<file path="src/rtl/lsu_pkg.sv">
// Shared definitions for the byte-sequencing load/store unit.
// Contents: FSM state type, RISC-V load/store funct3 codes, the funct3 codes
// used on single-byte memory beats, and the access-size decode helper.
package lsu_pkg;

    typedef enum logic [1:0] {
        IDLE,
        BEAT,
        RESP
    } lsu_state_e;

    // RISC-V load/store funct3 encodings.
    localparam logic [2:0] FUNCT3_LB  = 3'b000;
    localparam logic [2:0] FUNCT3_LH  = 3'b001;
    localparam logic [2:0] FUNCT3_LW  = 3'b010;
    localparam logic [2:0] FUNCT3_LBU = 3'b100;
    localparam logic [2:0] FUNCT3_LHU = 3'b101;
    localparam logic [2:0] FUNCT3_SB  = 3'b000;
    localparam logic [2:0] FUNCT3_SH  = 3'b001;
    localparam logic [2:0] FUNCT3_SW  = 3'b010;

    // Every memory beat is a single byte.
    localparam logic [2:0] BEAT_FUNCT3_LOAD  = FUNCT3_LBU;
    localparam logic [2:0] BEAT_FUNCT3_STORE = FUNCT3_SB;

    // Byte count from funct3[1:0]; the reserved size 11 is treated as a word.
    function automatic logic [2:0] size_bytes(input logic [1:0] size_code);
        case (size_code)
            2'b00:   size_bytes = 3'd1;
            2'b01:   size_bytes = 3'd2;
            default: size_bytes = 3'd4;
        endcase
    endfunction

endpackage

</file>
<file path="src/rtl/lsu_byte_sequencer_if.sv">
// Bus bundle between the pipeline / data memory and lsu_byte_sequencer.
// Request/response: req_valid_i, req_ready_o, req_addr_i, req_wdata_i, req_we_i,
//   req_funct3_i, resp_valid_o, resp_rdata_o, resp_err_o.
// Memory: mem_addr_o, mem_data_o, mem_read_en_o, mem_write_en_o, mem_funct3_o, mem_data_i.
// Modport slave is taken by the sequencer; master by whatever drives it.
interface lsu_byte_sequencer_if #(
    parameter int unsigned AWIDTH = 32,
    parameter int unsigned DWIDTH = 32
);
    logic              req_valid_i;
    logic              req_ready_o;
    logic [AWIDTH-1:0] req_addr_i;
    logic [DWIDTH-1:0] req_wdata_i;
    logic              req_we_i;
    logic [2:0]        req_funct3_i;
    logic              resp_valid_o;
    logic [DWIDTH-1:0] resp_rdata_o;
    logic              resp_err_o;
    logic [AWIDTH-1:0] mem_addr_o;
    logic [DWIDTH-1:0] mem_data_o;
    logic              mem_read_en_o;
    logic              mem_write_en_o;
    logic [2:0]        mem_funct3_o;
    logic [DWIDTH-1:0] mem_data_i;

    modport slave (
        input  req_valid_i, req_addr_i, req_wdata_i, req_we_i, req_funct3_i, mem_data_i,
        output req_ready_o, resp_valid_o, resp_rdata_o, resp_err_o,
        output mem_addr_o, mem_data_o, mem_read_en_o, mem_write_en_o, mem_funct3_o
    );

    modport master (
        output req_valid_i, req_addr_i, req_wdata_i, req_we_i, req_funct3_i, mem_data_i,
        input  req_ready_o, resp_valid_o, resp_rdata_o, resp_err_o,
        input  mem_addr_o, mem_data_o, mem_read_en_o, mem_write_en_o, mem_funct3_o
    );
endinterface

</file>
<file path="src/rtl/lsu_byte_sequencer_load_extend.sv">
// Combinational load-data extension.
// Ports: asm_i (assembled little-endian bytes), funct3_i (load funct3),
//        rdata_o (sign/zero-extended result; word and unknown sizes pass through).
module load_extend
    import lsu_pkg::*;
(
    input  logic [31:0] asm_i,
    input  logic [2:0]  funct3_i,
    output logic [31:0] rdata_o
);
    always_comb begin
        rdata_o = asm_i;
        case (funct3_i)
            FUNCT3_LB:  rdata_o = {{24{asm_i[7]}}, asm_i[7:0]};
            FUNCT3_LH:  rdata_o = {{16{asm_i[15]}}, asm_i[15:0]};
            FUNCT3_LBU: rdata_o = {24'b0, asm_i[7:0]};
            FUNCT3_LHU: rdata_o = {16'b0, asm_i[15:0]};
            default:    rdata_o = asm_i;
        endcase
    end
endmodule

</file>
<file path="src/rtl/lsu_byte_sequencer.sv">
// Load/store initiator that runs each request as single-byte memory beats
// (LBU beats for loads, SB beats for stores) and returns a one-cycle response.
// Ports: clk, rst (async, active-high), bus_io (lsu_byte_sequencer_if.slave) carrying
//        the pipeline request/response and the byte-wide data-memory port.
// Optional: define LSU_MISALIGN_TRAP_EN to reject misaligned halfword/word accesses
//           with resp_err_o instead of sequencing them.
module lsu_byte_sequencer
    import lsu_pkg::*;
#(
    parameter int unsigned AWIDTH = 32,
    parameter int unsigned DWIDTH = 32
) (
    input logic                 clk,
    input logic                 rst,
    lsu_byte_sequencer_if.slave bus_io
);
    if (DWIDTH != 32) begin : g_dwidth_check
        $error("lsu_byte_sequencer: DWIDTH must be 32");
    end

    lsu_state_e        state_q;
    logic [AWIDTH-1:0] addr_q;
    logic [31:0]       wdata_q;
    logic [31:0]       asm_q;
    logic              we_q;
    logic [2:0]        funct3_q;
    logic [2:0]        nbytes_q;
    logic [2:0]        cnt_q;
    logic              err_q;

    logic [2:0]  req_nbytes;
    logic        req_misalign;
    logic [31:0] ext_rdata;
    logic        in_beat;
    logic        in_resp;
    logic        unused_mem_hi;

    assign req_nbytes = size_bytes(bus_io.req_funct3_i[1:0]);

`ifdef LSU_MISALIGN_TRAP_EN
    assign req_misalign = ((req_nbytes == 3'd2) && bus_io.req_addr_i[0]) ||
                          ((req_nbytes == 3'd4) && (bus_io.req_addr_i[1:0] != 2'b00));
`else
    assign req_misalign = 1'b0;
`endif

    always_ff @(posedge clk or posedge rst) begin
        if (rst) begin
            state_q  <= IDLE;
            addr_q   <= '0;
            wdata_q  <= '0;
            asm_q    <= '0;
            we_q     <= 1'b0;
            funct3_q <= '0;
            nbytes_q <= '0;
            cnt_q    <= '0;
            err_q    <= 1'b0;
        end else begin
            case (state_q)
                IDLE: begin
                    if (bus_io.req_valid_i) begin
                        addr_q   <= bus_io.req_addr_i;
                        wdata_q  <= bus_io.req_wdata_i[31:0];
                        we_q     <= bus_io.req_we_i;
                        funct3_q <= bus_io.req_funct3_i;
                        nbytes_q <= req_nbytes;
                        cnt_q    <= '0;
                        asm_q    <= '0;
                        err_q    <= req_misalign;
                        state_q  <= req_misalign ? RESP : BEAT;
                    end
                end
                BEAT: begin
                    if (!we_q) begin
                        asm_q[{cnt_q[1:0], 3'b000} +: 8] <= bus_io.mem_data_i[7:0];
                    end
                    cnt_q <= cnt_q + 3'd1;
                    if (cnt_q == nbytes_q - 3'd1) begin
                        state_q <= RESP;
                    end
                end
                RESP: begin
                    err_q   <= 1'b0;
                    state_q <= IDLE;
                end
                default: state_q <= IDLE;
            endcase
        end
    end

    load_extend u_load_extend (
        .asm_i    (asm_q),
        .funct3_i (funct3_q),
        .rdata_o  (ext_rdata)
    );

    assign in_beat = (state_q == BEAT);
    assign in_resp = (state_q == RESP);

    // rst gates ready so it reads 0 for the whole reset window.
    assign bus_io.req_ready_o    = (state_q == IDLE) && !rst;
    assign bus_io.mem_read_en_o  = in_beat && !we_q;
    assign bus_io.mem_write_en_o = in_beat && we_q;
    assign bus_io.mem_funct3_o   = !in_beat ? 3'b000 :
                                   (we_q ? BEAT_FUNCT3_STORE : BEAT_FUNCT3_LOAD);
    assign bus_io.mem_addr_o     = in_beat ? addr_q + AWIDTH'(cnt_q) : '0;
    assign bus_io.mem_data_o     = (in_beat && we_q) ?
                                   DWIDTH'(wdata_q[{cnt_q[1:0], 3'b000} +: 8]) : '0;

    assign bus_io.resp_valid_o   = in_resp;
    assign bus_io.resp_rdata_o   = (in_resp && !we_q && !err_q) ? DWIDTH'(ext_rdata) : '0;
`ifdef LSU_MISALIGN_TRAP_EN
    assign bus_io.resp_err_o     = in_resp && err_q;
`else
    assign bus_io.resp_err_o     = 1'b0;
`endif

    assign unused_mem_hi = ^bus_io.mem_data_i[DWIDTH-1:8];
endmodule

</file>
<file path="src/flat_wrapper.sv">
// flat-port wrapper written by rule: the top's interface ports become plain ports
module lsu_byte_sequencer_flat import lsu_pkg::*;
#(
    parameter int unsigned AWIDTH = 32,
    parameter int unsigned DWIDTH = 32
)
  (clk, rst, bus_io_req_valid_i, bus_io_req_addr_i, bus_io_req_wdata_i, bus_io_req_we_i, bus_io_req_funct3_i, bus_io_mem_data_i, bus_io_req_ready_o, bus_io_resp_valid_o, bus_io_resp_rdata_o, bus_io_resp_err_o, bus_io_mem_addr_o, bus_io_mem_data_o, bus_io_mem_read_en_o, bus_io_mem_write_en_o, bus_io_mem_funct3_o);
  lsu_byte_sequencer_if #(.AWIDTH(AWIDTH), .DWIDTH(DWIDTH)) bus_io_i ();
  input logic clk;
  input logic rst;
  input wire logic [$bits(bus_io_i.req_valid_i)-1:0] bus_io_req_valid_i;
  input wire logic [$bits(bus_io_i.req_addr_i)-1:0] bus_io_req_addr_i;
  input wire logic [$bits(bus_io_i.req_wdata_i)-1:0] bus_io_req_wdata_i;
  input wire logic [$bits(bus_io_i.req_we_i)-1:0] bus_io_req_we_i;
  input wire logic [$bits(bus_io_i.req_funct3_i)-1:0] bus_io_req_funct3_i;
  input wire logic [$bits(bus_io_i.mem_data_i)-1:0] bus_io_mem_data_i;
  output wire logic [$bits(bus_io_i.req_ready_o)-1:0] bus_io_req_ready_o;
  output wire logic [$bits(bus_io_i.resp_valid_o)-1:0] bus_io_resp_valid_o;
  output wire logic [$bits(bus_io_i.resp_rdata_o)-1:0] bus_io_resp_rdata_o;
  output wire logic [$bits(bus_io_i.resp_err_o)-1:0] bus_io_resp_err_o;
  output wire logic [$bits(bus_io_i.mem_addr_o)-1:0] bus_io_mem_addr_o;
  output wire logic [$bits(bus_io_i.mem_data_o)-1:0] bus_io_mem_data_o;
  output wire logic [$bits(bus_io_i.mem_read_en_o)-1:0] bus_io_mem_read_en_o;
  output wire logic [$bits(bus_io_i.mem_write_en_o)-1:0] bus_io_mem_write_en_o;
  output wire logic [$bits(bus_io_i.mem_funct3_o)-1:0] bus_io_mem_funct3_o;
  assign bus_io_i.req_valid_i = bus_io_req_valid_i;
  assign bus_io_i.req_addr_i = bus_io_req_addr_i;
  assign bus_io_i.req_wdata_i = bus_io_req_wdata_i;
  assign bus_io_i.req_we_i = bus_io_req_we_i;
  assign bus_io_i.req_funct3_i = bus_io_req_funct3_i;
  assign bus_io_i.mem_data_i = bus_io_mem_data_i;
  assign bus_io_req_ready_o = bus_io_i.req_ready_o;
  assign bus_io_resp_valid_o = bus_io_i.resp_valid_o;
  assign bus_io_resp_rdata_o = bus_io_i.resp_rdata_o;
  assign bus_io_resp_err_o = bus_io_i.resp_err_o;
  assign bus_io_mem_addr_o = bus_io_i.mem_addr_o;
  assign bus_io_mem_data_o = bus_io_i.mem_data_o;
  assign bus_io_mem_read_en_o = bus_io_i.mem_read_en_o;
  assign bus_io_mem_write_en_o = bus_io_i.mem_write_en_o;
  assign bus_io_mem_funct3_o = bus_io_i.mem_funct3_o;
  lsu_byte_sequencer #(.AWIDTH(AWIDTH), .DWIDTH(DWIDTH)) u_core (.clk(clk), .rst(rst), .bus_io(bus_io_i));
endmodule
</file>
<file path="config.mk">
export PLATFORM = sky130hd
export DESIGN_NAME = lsu_byte_sequencer_flat
export DESIGN_NICKNAME = d
export VERILOG_FILES = /design/src/rtl/lsu_pkg.sv /design/src/rtl/lsu_byte_sequencer_if.sv /design/src/rtl/lsu_byte_sequencer_load_extend.sv /design/src/rtl/lsu_byte_sequencer.sv /design/src/flat_wrapper.sv
export SDC_FILE = /design/constraint.sdc
export NUM_CORES = 1
export LEC_CHECK = 0
export CAP_MARGIN = 10
export CORE_UTILIZATION = 42
export CTS_CLUSTER_DIAMETER = 120
export DETAILED_ROUTE_END_ITERATION = 8
export PLACE_DENSITY = 0.8
export SYNTH_ARGS = -nofsm -noshare
export SYNTH_HDL_FRONTEND = slang
export SYNTH_SLANG_ARGS = --single-unit
</file>
<file path="constraint.sdc">
create_clock -name clk -period 3.4 [get_ports clk]
set_input_delay 0.68 -clock clk [delete_from_list [all_inputs] [get_ports clk]]
set_output_delay 0.68 -clock clk [all_outputs]
set_load 0.1 [all_outputs]
</file>
==> results by group <==
Drt
  • Total number of vias: 5663
  • 1st-iter DRT viols: 465
  • Average routed wire per standard cell: 16.3 um
  • DR pass1 iterations: 5
  • Drt drc: 0
  • Antenna viol nets, final: 0
  • Detail-routed via count per cell: 5.35
  • DRT Wirelength: 17300 um

Cells and area
  • Share of layout cells above drive strength 1: 26.5%
  • N_diodes: 0
  • Post-route cell area: 9380 sq um
  • Finished Layout Cells: 1059
  • Nets@finish: 986
  • Area grow syn2layout: 56.1%

Pwr
  • Maximum VDD drop: 598 uV
  • Pwr Density: 1070 nW/um^2
  • P_leak: 0.00410 uW
  • Final Power: 10100 uW

Placed design
  • GP Congestion: 0.797
  • Post-DP HPWL: 12000 um
  • Dpl cells: 1033
  • Port Buffers: 155
  • Area of placed instances: 8800 sq um

Yosys
  • Post-synthesis cell type count: 52
  • Synth Area per Inst: 8.38 sq um
  • Synth warn: 0
  • Top FF cell, synth: dfrtp_1
  • Synth Cell Area: 6010 sq um
  • Synth top cells by count: 247 x nand2_1, 108 x dfrtp_1, 43 x o21ai_0
  • Cell accounting for the most synthesized area: dfrtp_1
  • Seq/Total Area, Yosys: 45.0%
  • Post-synth top area share: 45.0%
  • Synth Register Bits: 108
  • Post-synth EDFFs: 0
  • Area contributors post-synth: dfrtp_1 45%, nand2_1 15%, o21ai_0 3.6%
  • Async SR Flop Fraction: 100%
  • Syn Inst Count: 717
  • Most numerous cell in the Yosys netlist: nand2_1

Critical path
  • Crit path kind: flip-flop to output pin
  • Worst Path Arrival: 2730 ps
  • CP Launch Type: flip-flop
  • Crit. Startpoint: u_core.addr_q[0]
  • R2r worst-path depth: 6
  • Critical Path RT: 2720 ps
  • CP max stage delay: 500 ps
  • Critical Path End Type: output pin
  • Critical Path Fanout Max: 6
  • CP max-delay cell: or4_4
  • Worst R2R Setup Slack: 1090 ps
  • CP Cell Sequence: ha_2, inv_2, fa_2, nor2b_4, o2111ai_4, buf_6, or4_4, a21oi_4, buf_12
  • Start of the worst register-to-register path: u_core.state_q[1]
  • End of the worst register-to-register path: u_core.asm_q[13]

Die
  • # rows: 43
  • # IOs: 207
  • Area of the die: 14800 sq um
  • Core Area: 13900 sq um
  • Die Wd: 122 um
  • Starting Density: 43.1%
  • Chip Height: 122 um

Global routing
  • Total gr overflow: 0
  • Via count of the first global-routing pass: 5531
  • First-pass GRT wire length: 27700 um
  • Total track usage: 24.0%
  • Initial antenna violation count: 0
  • Largest net degree at the start of global routing: 42

Clock tree
  • Num CTS Buffers: 9
  • CTS sink count: 108
  • Skew-Pair Late Insertion Delay: 350 ps
  • CTS root buffer: clkbuf_16
  • H-tree depth: 3
  • Hold-fix buffers, CTS: 0
  • Clock transition at path regs: 70 ps
  • Bufs on Longest Clock Path: 2
  • CTS tree: done

Hold path
  • Hold endpoint: u_core.wdata_q[4]
  • HP Start: u_core.wdata_q[4]
  • Hold path cells: 2
  • Hold Path Class: flip-flop to flip-flop

STA
  • Post-route worst setup slack: -6.16 ps
  • Least-Margin Pin Slew: 726 ps
  • RSZ-0062 raised after global routing: yes
  • Tcrit/Tclk final: 100%
  • Fin. max-slew vios: 0
  • Final Critical Period: 3410 ps
  • Setup violators final: 1
  • Fmax: 294 MHz
  • Slew headroom: 51.5%
  • Fin. Hold Viols: 0
  • Clock Skews: 6.84 ps

Outcome
  • Outcome: finished, violations left
  • Failing checks: setup timing

Run
  • Max_cap viols: 0
sequential cells by signal, summed over array words and instances (netlist names):
register         count
u_core.addr_q       32
u_core.asm_q        32
u_core.cnt_q         3
u_core.funct3_q      3
u_core.nbytes_q      3
u_core.state_q       2
u_core.wdata_q      32
u_core.we_q          1
kinds of logic after synthesis:
group,Yosys count,share of synthesized area [%]
AOI/OAI and AO/OA,125,12.7
xor gates and xnor gates,11,1.60
adders and majority gates,9,2.00
buffers and inverters,100,8.08
DFF,108,45.0
muxes,12,3.69
other,1,0.0624
and+or+nand+nor,351,26.9
layout make-up:
type,instances,area [sq um]
clock buffer,10,239
clock inverter,6,111
fill,1036,4560
inverter,27,105
multi-input combinational,535,3510
sequential,108,2700
tap,180,225
timing repair buffer,193,2480
layout by cell type, fill, tap and decap left out, types with 9 or more instances in the layout:
cell / n
buf_12: 66
nand2_1: 246
clkbuf_16: 9
a21oi_2: 15
and3_1: 10
nand3_1: 9
o21ai_0: 41
and2_1: 10
buf_4: 44
or4_4: 9
a22o_1: 16
inv_1: 24
conb_1: 27
a21oi_4: 23
clkdlybuf4s50_1: 78
dfrtp_1: 107
power breakdown:
part / leakage (uW) / total, uW / internal, uW / switching, uW
clock: 0.000169 / 1220 / 740 / 483
sequential: 0.00139 / 2260 / 1780 / 484
combinational: 0.00255 / 6580 / 2240 / 4340
per-layer routing:
metal,part of all wire [%],vias up,GRT usage [%]
li1,-,2670,-
met1,42,2728,32.1
met2,49,232,38.4
met3,6.3,33,4.45
met4,2.3,0,9.95
met5,0,-,0
critical path: cells and delay by family (launching register included):
kind	cells	cell delay [ps]
simple gates	2	650
fa+ha+maj	2	560
buf+inv	3	410
flops	1	370
compound gates	2	370
repair_timing:
action                                  4_1_cts  5_1_grt
resized for setup                            24       15
pin swaps                                     8        3
setup buffers                                 7        1
cloned                                        2        0
endpoints found under the setup margin       17       22
stage by stage:
| step | setup TNS [ps] | hold WS, ps | utilization [%] | setup slack [ps] |
|---|---|---|---|---|
| 3_5_place_dp | 0 | 458 | 63.1 | 141 |
| 3_3_place_gp | 0 | 452 | 63.1 | 224 |
| 2_1_floorplan | -876 | 440 | - | -705 |
| 5_1_grt | -581 | 499 | 67.3 | -95.3 |
| 6_report | -6.16 | 477 | 67.3 | -6.16 |
| 4_1_cts | 0 | 476 | 66.7 | 1.63 |
worst max path at each step:
| stage | to | slack, ps | cells past startpoint |
|---|---|---|---|
| global route | bus_io_mem_addr_o[28] | -100 | 9 |
| finish | bus_io_mem_addr_o[26] | -6 | 9 |
| detailed placement | bus_io_mem_addr_o[17] | 140 | 6 |
| CTS | bus_io_mem_addr_o[28] | 2 | 9 |
| floorplan | bus_io_mem_addr_o[23] | -700 | 5 |
| global placement | bus_io_mem_addr_o[17] | 220 | 6 |
Power figures use the tool's default switching activity.
==> patch 1: new RTL, same settings <==
`AWIDTH` is set to 32 in 3 places; all go to 16.
--- a/src/rtl/lsu_byte_sequencer_if.sv
+++ b/src/rtl/lsu_byte_sequencer_if.sv
@@ -4,7 +4,7 @@
 // Memory: mem_addr_o, mem_data_o, mem_read_en_o, mem_write_en_o, mem_funct3_o, mem_data_i.
 // Modport slave is taken by the sequencer; master by whatever drives it.
 interface lsu_byte_sequencer_if #(
-    parameter int unsigned AWIDTH = 32,
+    parameter int unsigned AWIDTH = 16,
     parameter int unsigned DWIDTH = 32
 );
     logic              req_valid_i;
--- a/src/rtl/lsu_byte_sequencer.sv
+++ b/src/rtl/lsu_byte_sequencer.sv
@@ -7,7 +7,7 @@
 module lsu_byte_sequencer
     import lsu_pkg::*;
 #(
-    parameter int unsigned AWIDTH = 32,
+    parameter int unsigned AWIDTH = 16,
     parameter int unsigned DWIDTH = 32
 ) (
     input logic                 clk,
--- a/src/flat_wrapper.sv
+++ b/src/flat_wrapper.sv
@@ -1,7 +1,7 @@
 // flat-port wrapper written by rule: the top's interface ports become plain ports
 module lsu_byte_sequencer_flat import lsu_pkg::*;
 #(
-    parameter int unsigned AWIDTH = 32,
+    parameter int unsigned AWIDTH = 16,
     parameter int unsigned DWIDTH = 32
 )
   (clk, rst, bus_io_req_valid_i, bus_io_req_addr_i, bus_io_req_wdata_i, bus_io_req_we_i, bus_io_req_funct3_i, bus_io_mem_data_i, bus_io_req_ready_o, bus_io_resp_valid_o, bus_io_resp_rdata_o, bus_io_resp_err_o, bus_io_mem_addr_o, bus_io_mem_data_o, bus_io_mem_read_en_o, bus_io_mem_write_en_o, bus_io_mem_funct3_o);
Interface: changed (resized bus_io_mem_addr_o and bus_io_req_addr_i); port bits go from 207 to 175. The function was not compared with the original's and may differ.
==> patch 1 against the original RTL <==
Global-route usage down 2.6 points; sequential cell count down 16; utilization down 4.6 points; wire length down 26%; area after synthesis down 17%; clock power down 9%; total power down 32%; setup slack better by 0.069 ns; clock skew down 0.0018 ns; synthesized cell count down 21%; final area down 23%; largest cell class unchanged.
==> patch 1: results (changes against the original RTL) <==
stage;metric;value;unit;change
placed_design;post_dp_cell_area;0.00681;mm²;was 0.00880 mm²
placed_design;gp_congestion;0.789;;was 0.797
global_route;grt.total_usage;21.5;%;was 24.0%
cells_and_area;drive_above_1_share;21.9;%;was 26.5%
status;status;finished, final reports clean;;was complete, but fails checks
placed_design;dpl.hpwl;9.53;mm;was 12.0 mm
setup_path;ff2ff_path_depth;7;;was 6
clock_tree;clkLatencyLatePin;0.33;ns;was 0.35 ns
sta;tightestPinTransition;1.12;ns;was 0.726 ns
setup_path;crit_fanout;6;;unchanged
cells_and_area;top_regs;u_core.asm_q (32), u_core.wdata_q (32), u_core.addr_q (16);;was u_core.addr_q (32), u_core.asm_q (32), u_core.wdata_q (32)
setup_path;arrival;2.66;ns;was 2.73 ns
global_route;grt_start_max_net_pins;55;;was 42
hold_path;holdPathStages;2;;unchanged
synthesis;ys_top_cells_by_count;nand2_1, dfrtp_1, o21ai_0, buf_4, a21oi_1;;was nand2_1, dfrtp_1, o21ai_0, a21oi_1, clkbuf_1
power;p_leak;3.26;nW;was 4.10 nW
routing;vias_per_cell;5.25;;was 5.35
cells_and_area;final.fill_count;920;;was 1036
placed_design;io_buffer_count;123;;was 155
setup_path;r2r-end;u_core.asm_q[26];;was u_core.asm_q[13]
sta;finClkSkew;0.00501;ns;was 0.00684 ns
synthesis;yosysUniqueCellTypes;51;;was 52
synthesis;synth_seq_area_share;46.2;%;was 45.0%
cells_and_area;layout.nets;777;;was 986
setup_path;rr_startpoint;u_core.cnt_q[0];;was u_core.state_q[1]
global_route;grt_pass1_vias;4387;;was 5531
sta;setup_viol;0;;was 1
global_route;antenna_found_initial;0;;unchanged
hold_path;min-delay-start;u_core.wdata_q[17];;was u_core.wdata_q[4]
synthesis;synthTopCellsByArea;dfrtp_1, nand2_1, buf_4;;was dfrtp_1, nand2_1, o21ai_0
hold_path;hold_end;u_core.wdata_q[17];;was u_core.wdata_q[4]
routing;dr.first_iter.drc_count;214;;was 465
global_route;grt_pass1_wl;21.3;mm;was 27.7 mm
setup_path;r2r_slack;0.99;ns;was 1.09 ns
-- patch 1: cell count changes after synthesis, sizes merged, moves of 7 or more --
cell,unedited run,this run
nand4,8,1
or4,10,2
clkbuf,39,23
nand2,247,181
a21oi,40,31
o21ai,44,36
dfrtp,108,92
-- patch 1: area by class of cell --
class	instances	share of cell area, %
multi-input combinational	415	34.8
sequential	92	32.0
timing repair buffer	137	24.6
clock buffer	13	3.76
tap	143	2.49
inverter	25	1.32
clock inverter	3	0.940
-- patch 1: report_power, final --
group          switching, mW  internal, mW  total (mW)
clock                  0.406         0.705        1.11
sequential             0.317          1.47        1.78
combinational           2.62          1.31        3.92
total                   3.34          3.48        6.82
-- patch 1: logic make-up (layout without fill, tap and decap cells) --
group	Yosys count	count (layout)	synth area share, %
AO/OA/AOI/OAI	97	97	11.7
XOR/XNOR	11	11	1.93
adder cells (fa/ha/maj)	10	10	2.66
buffers and inverters	86	178	9.04
flip-flops	92	92	46.2
multiplexers	9	9	3.82
other	1	27	0.0753
AND/OR/NAND/NOR	261	261	24.5
-- patch 1: routing by layer --
metal  GRT usage [%]  wire length (µm)
met5               0                 0
met4            6.58               194
met3            2.52               585
met2            38.2              6610
met1            27.3              5420
-- patch 1: what timing repair did --
action	4_1_cts	5_1_grt
buffers inserted	1	2
resized for setup	4	2
pin swaps	2	3
setup endpoints to repair	3	4
hold buffers	0	0
-- patch 1: worst max-delay path, stage by stage (launching register included) --
cell,delay [ns]
dfrtp_1,0.35
ha_2,0.21
inv_1,0.06
fa_2,0.35
and2b_2,0.23
o211ai_1,0.19
or4_4,0.56
a21oi_4,0.16
buf_12,0.20
-- patch 1: worst max path at each step --
stage	depth (start not counted)	endpoint	slack, ns	from
global placement	8	bus_io_mem_addr_o[14]	0.36	u_core.cnt_q[0]
finish	8	bus_io_mem_addr_o[14]	0.06	u_core.addr_q[0]
global route	8	bus_io_mem_addr_o[14]	-0.02	u_core.addr_q[0]
floorplan	5	bus_io_mem_addr_o[13]	-0.33	u_core.cnt_q[2]
detailed placement	8	bus_io_mem_addr_o[14]	0.24	u_core.cnt_q[0]
CTS	8	bus_io_mem_addr_o[14]	0.06	u_core.cnt_q[0]
-- patch 1: stage by stage --
| step | util (%) | hold WS, ns | instances | setup WS [ns] | setup TNS [ns] |
|---|---|---|---|---|---|
| CTS | 62.5 | 0.474 | 826 | 0.0626 | 0 |
| detailed placement | 59.4 | 0.460 | 809 | 0.239 | 0 |
| floorplan | - | 0.440 | 593 | -0.325 | -1.28 |
| finish | 62.7 | 0.474 | 828 | 0.0631 | 0 |
| global placement | 59.4 | 0.452 | 809 | 0.363 | 0 |
| global route | 62.7 | 0.498 | 828 | -0.0197 | -0.0197 |
==> patch 2: new RTL, config.mk and constraints unchanged <==
Without the edit above. Make the reset (`rst`) synchronous in one clocked block. Comments in the files are not updated.
--- a/src/rtl/lsu_byte_sequencer.sv
+++ b/src/rtl/lsu_byte_sequencer.sv
@@ -44,7 +44,7 @@
     assign req_misalign = 1'b0;
 `endif
 
-    always_ff @(posedge clk or posedge rst) begin
+    always_ff @(posedge clk) begin
         if (rst) begin
             state_q  <= IDLE;
             addr_q   <= '0;
Function: differs if rst is asserted again (counterexample within 4 cycles, from zero or initial values and one cycle with rst high); with rst held inactive, the same outputs for 10 cycles.
==> patch 2 against the original RTL <==
Clock skew about the same; setup slack better by 0.042 ns; area after synthesis down 4.2%; first-iteration DRC count down 11%; via count up 2.8%; final area down 6.5%; fmax up 1.2%; sequential cell count unchanged; wire length down 3.5%; final cell count up 2.1%; largest cell class unchanged.
Power is not compared: it rests on default switching activity, and its combinational part moved more than twofold at a synthesized area within 25%.
==> patch 2: results (changes against the original RTL) <==
stage;metric;value;unit;change
status;status;finished, final reports clean;;was complete, but fails checks
synthesis;synthCells;768;;was 717
global_route;grt.total_usage;23.4;%;was 24.0%
routing;routed_wl;16.7;mm;was 17.3 mm
routing;vias_per_cell;5.39;;was 5.35
cells_and_area;final.fill_count;1116;;was 1036
global_route;grt_start_max_net_pins;109;;was 42
placed_design;post-place-ws;0.268;ns;was 0.141 ns
setup_path;slowest_stage;o31ai_1;;was or4_4
cells_and_area;area_delta_synth_final;52.4;%;was 56.1%
routing;dr.first_iter.drc_count;412;;was 465
sta;hold_slack;0.453;ns;was 0.477 ns
setup_path;r2r_slack;0.98;ns;was 1.09 ns
setup_path;crit_fanout;4;;was 6
cells_and_area;drive_above_1_share;23.0;%;was 26.5%
hold_path;hold_end;u_core.asm_q[26];;was u_core.wdata_q[4]
setup_path;ff2ff_path_depth;5;;was 6
setup_path;rr_startpoint;u_core.state_q[0];;was u_core.state_q[1]
global_route;use_met1;30.8;%;was 32.1%
setup_path;arrival;2.68;ns;was 2.73 ns
placed_design;dpl.hpwl;11.6;mm;was 12.0 mm
global_route;met3_usage;2.68;%;was 4.45%
synthesis;ys_top_cells_by_count;nand2_1, a21oi_1, dfxtp_1, clkbuf_1, nand3_1;;was nand2_1, dfrtp_1, o21ai_0, a21oi_1, clkbuf_1
cells_and_area;layout.nets;1012;;was 986
setup_path;r2r-end;u_core.asm_q[5];;was u_core.asm_q[13]
hold_path;min-delay-start;u_core.asm_q[26];;was u_core.wdata_q[4]
synthesis;yosysUniqueCellTypes;51;;was 52
[patch 2: cell count changes after synthesis, sizes merged, moves of 5 or more]
cell / unedited run / this run
nand2: 247 / 185
o21ai: 44 / 15
xor2: 3 / 8
dfrtp: 108 / 0
xnor2: 8 / 3
nand3: 10 / 43
dfxtp: 0 / 108
clkbuf: 39 / 45
a22o: 16 / 0
a21oi: 40 / 151
[patch 2: worst max-delay path: cells and delay by family (launching register included)]
family / cells / cell delay [ns]
AO/OA/AOI/OAI: 3 / 0.74
buffers and inverters: 4 / 0.56
adder cells (fa/ha/maj): 2 / 0.52
flip-flops: 1 / 0.36
AND/OR/NAND/NOR: 1 / 0.16
[patch 2: layer usage]
layer / share of wire [%] / routed length (µm)
met4: 2.1 / 348
met2: 48 / 8060
met1: 45 / 7500
met3: 4.8 / 797
met5: 0 / 0
[patch 2: logic make-up (layout without fill, tap and decap cells)]
group / count (synthesis) / count (layout) / share of synthesized area (%)
AND/OR/NAND/NOR: 328 / 328 / 27.5
AO/OA/AOI/OAI: 193 / 193 / 18.1
flip-flops: 108 / 108 / 37.6
buffers and inverters: 106 / 217 / 8.98
XOR/XNOR: 12 / 12 / 2.07
multiplexers: 11 / 11 / 3.65
adder cells (fa/ha/maj): 9 / 9 / 2.09
other: 1 / 27 / 0.0652
[patch 2: worst max path at each step]
stage / end / slack [ns] / cells after the start
after floorplan: bus_io_resp_rdata_o[21] / -0.19 / 6
after global placement: bus_io_mem_addr_o[20] / 0.35 / 8
after detailed placement: bus_io_mem_addr_o[20] / 0.27 / 8
after CTS: bus_io_mem_addr_o[20] / 0.001 / 9
after global routing: bus_io_mem_addr_o[28] / -0.07 / 10
final: bus_io_mem_addr_o[28] / 0.04 / 10
[patch 2: layout make-up]
cell class	count	share of cell area (%)
inverter	26	1.11
clock inverter	4	0.885
timing repair buffer	175	26.9
sequential	108	24.7
clock buffer	12	2.81
tap	176	2.51
multi-input combinational	580	41.1
[patch 2: power breakdown]
| group | switching (mW) | internal, mW | total (mW) |
|---|---|---|---|
| Clock | 0.486 | 0.673 | 1.16 |
| Combinational | 0.477 | 0.231 | 0.708 |
| Sequential | 0.0597 | 1.32 | 1.38 |
| Total | 1.02 | 2.23 | 3.25 |
[patch 2: what timing repair did]
item | CTS | global route
pin swaps | 2 | 9
setup buffers | 0 | 3
gates resized for setup | 7 | 14
endpoints found under the setup margin | 10 | 10
gates cloned | 0 | 2
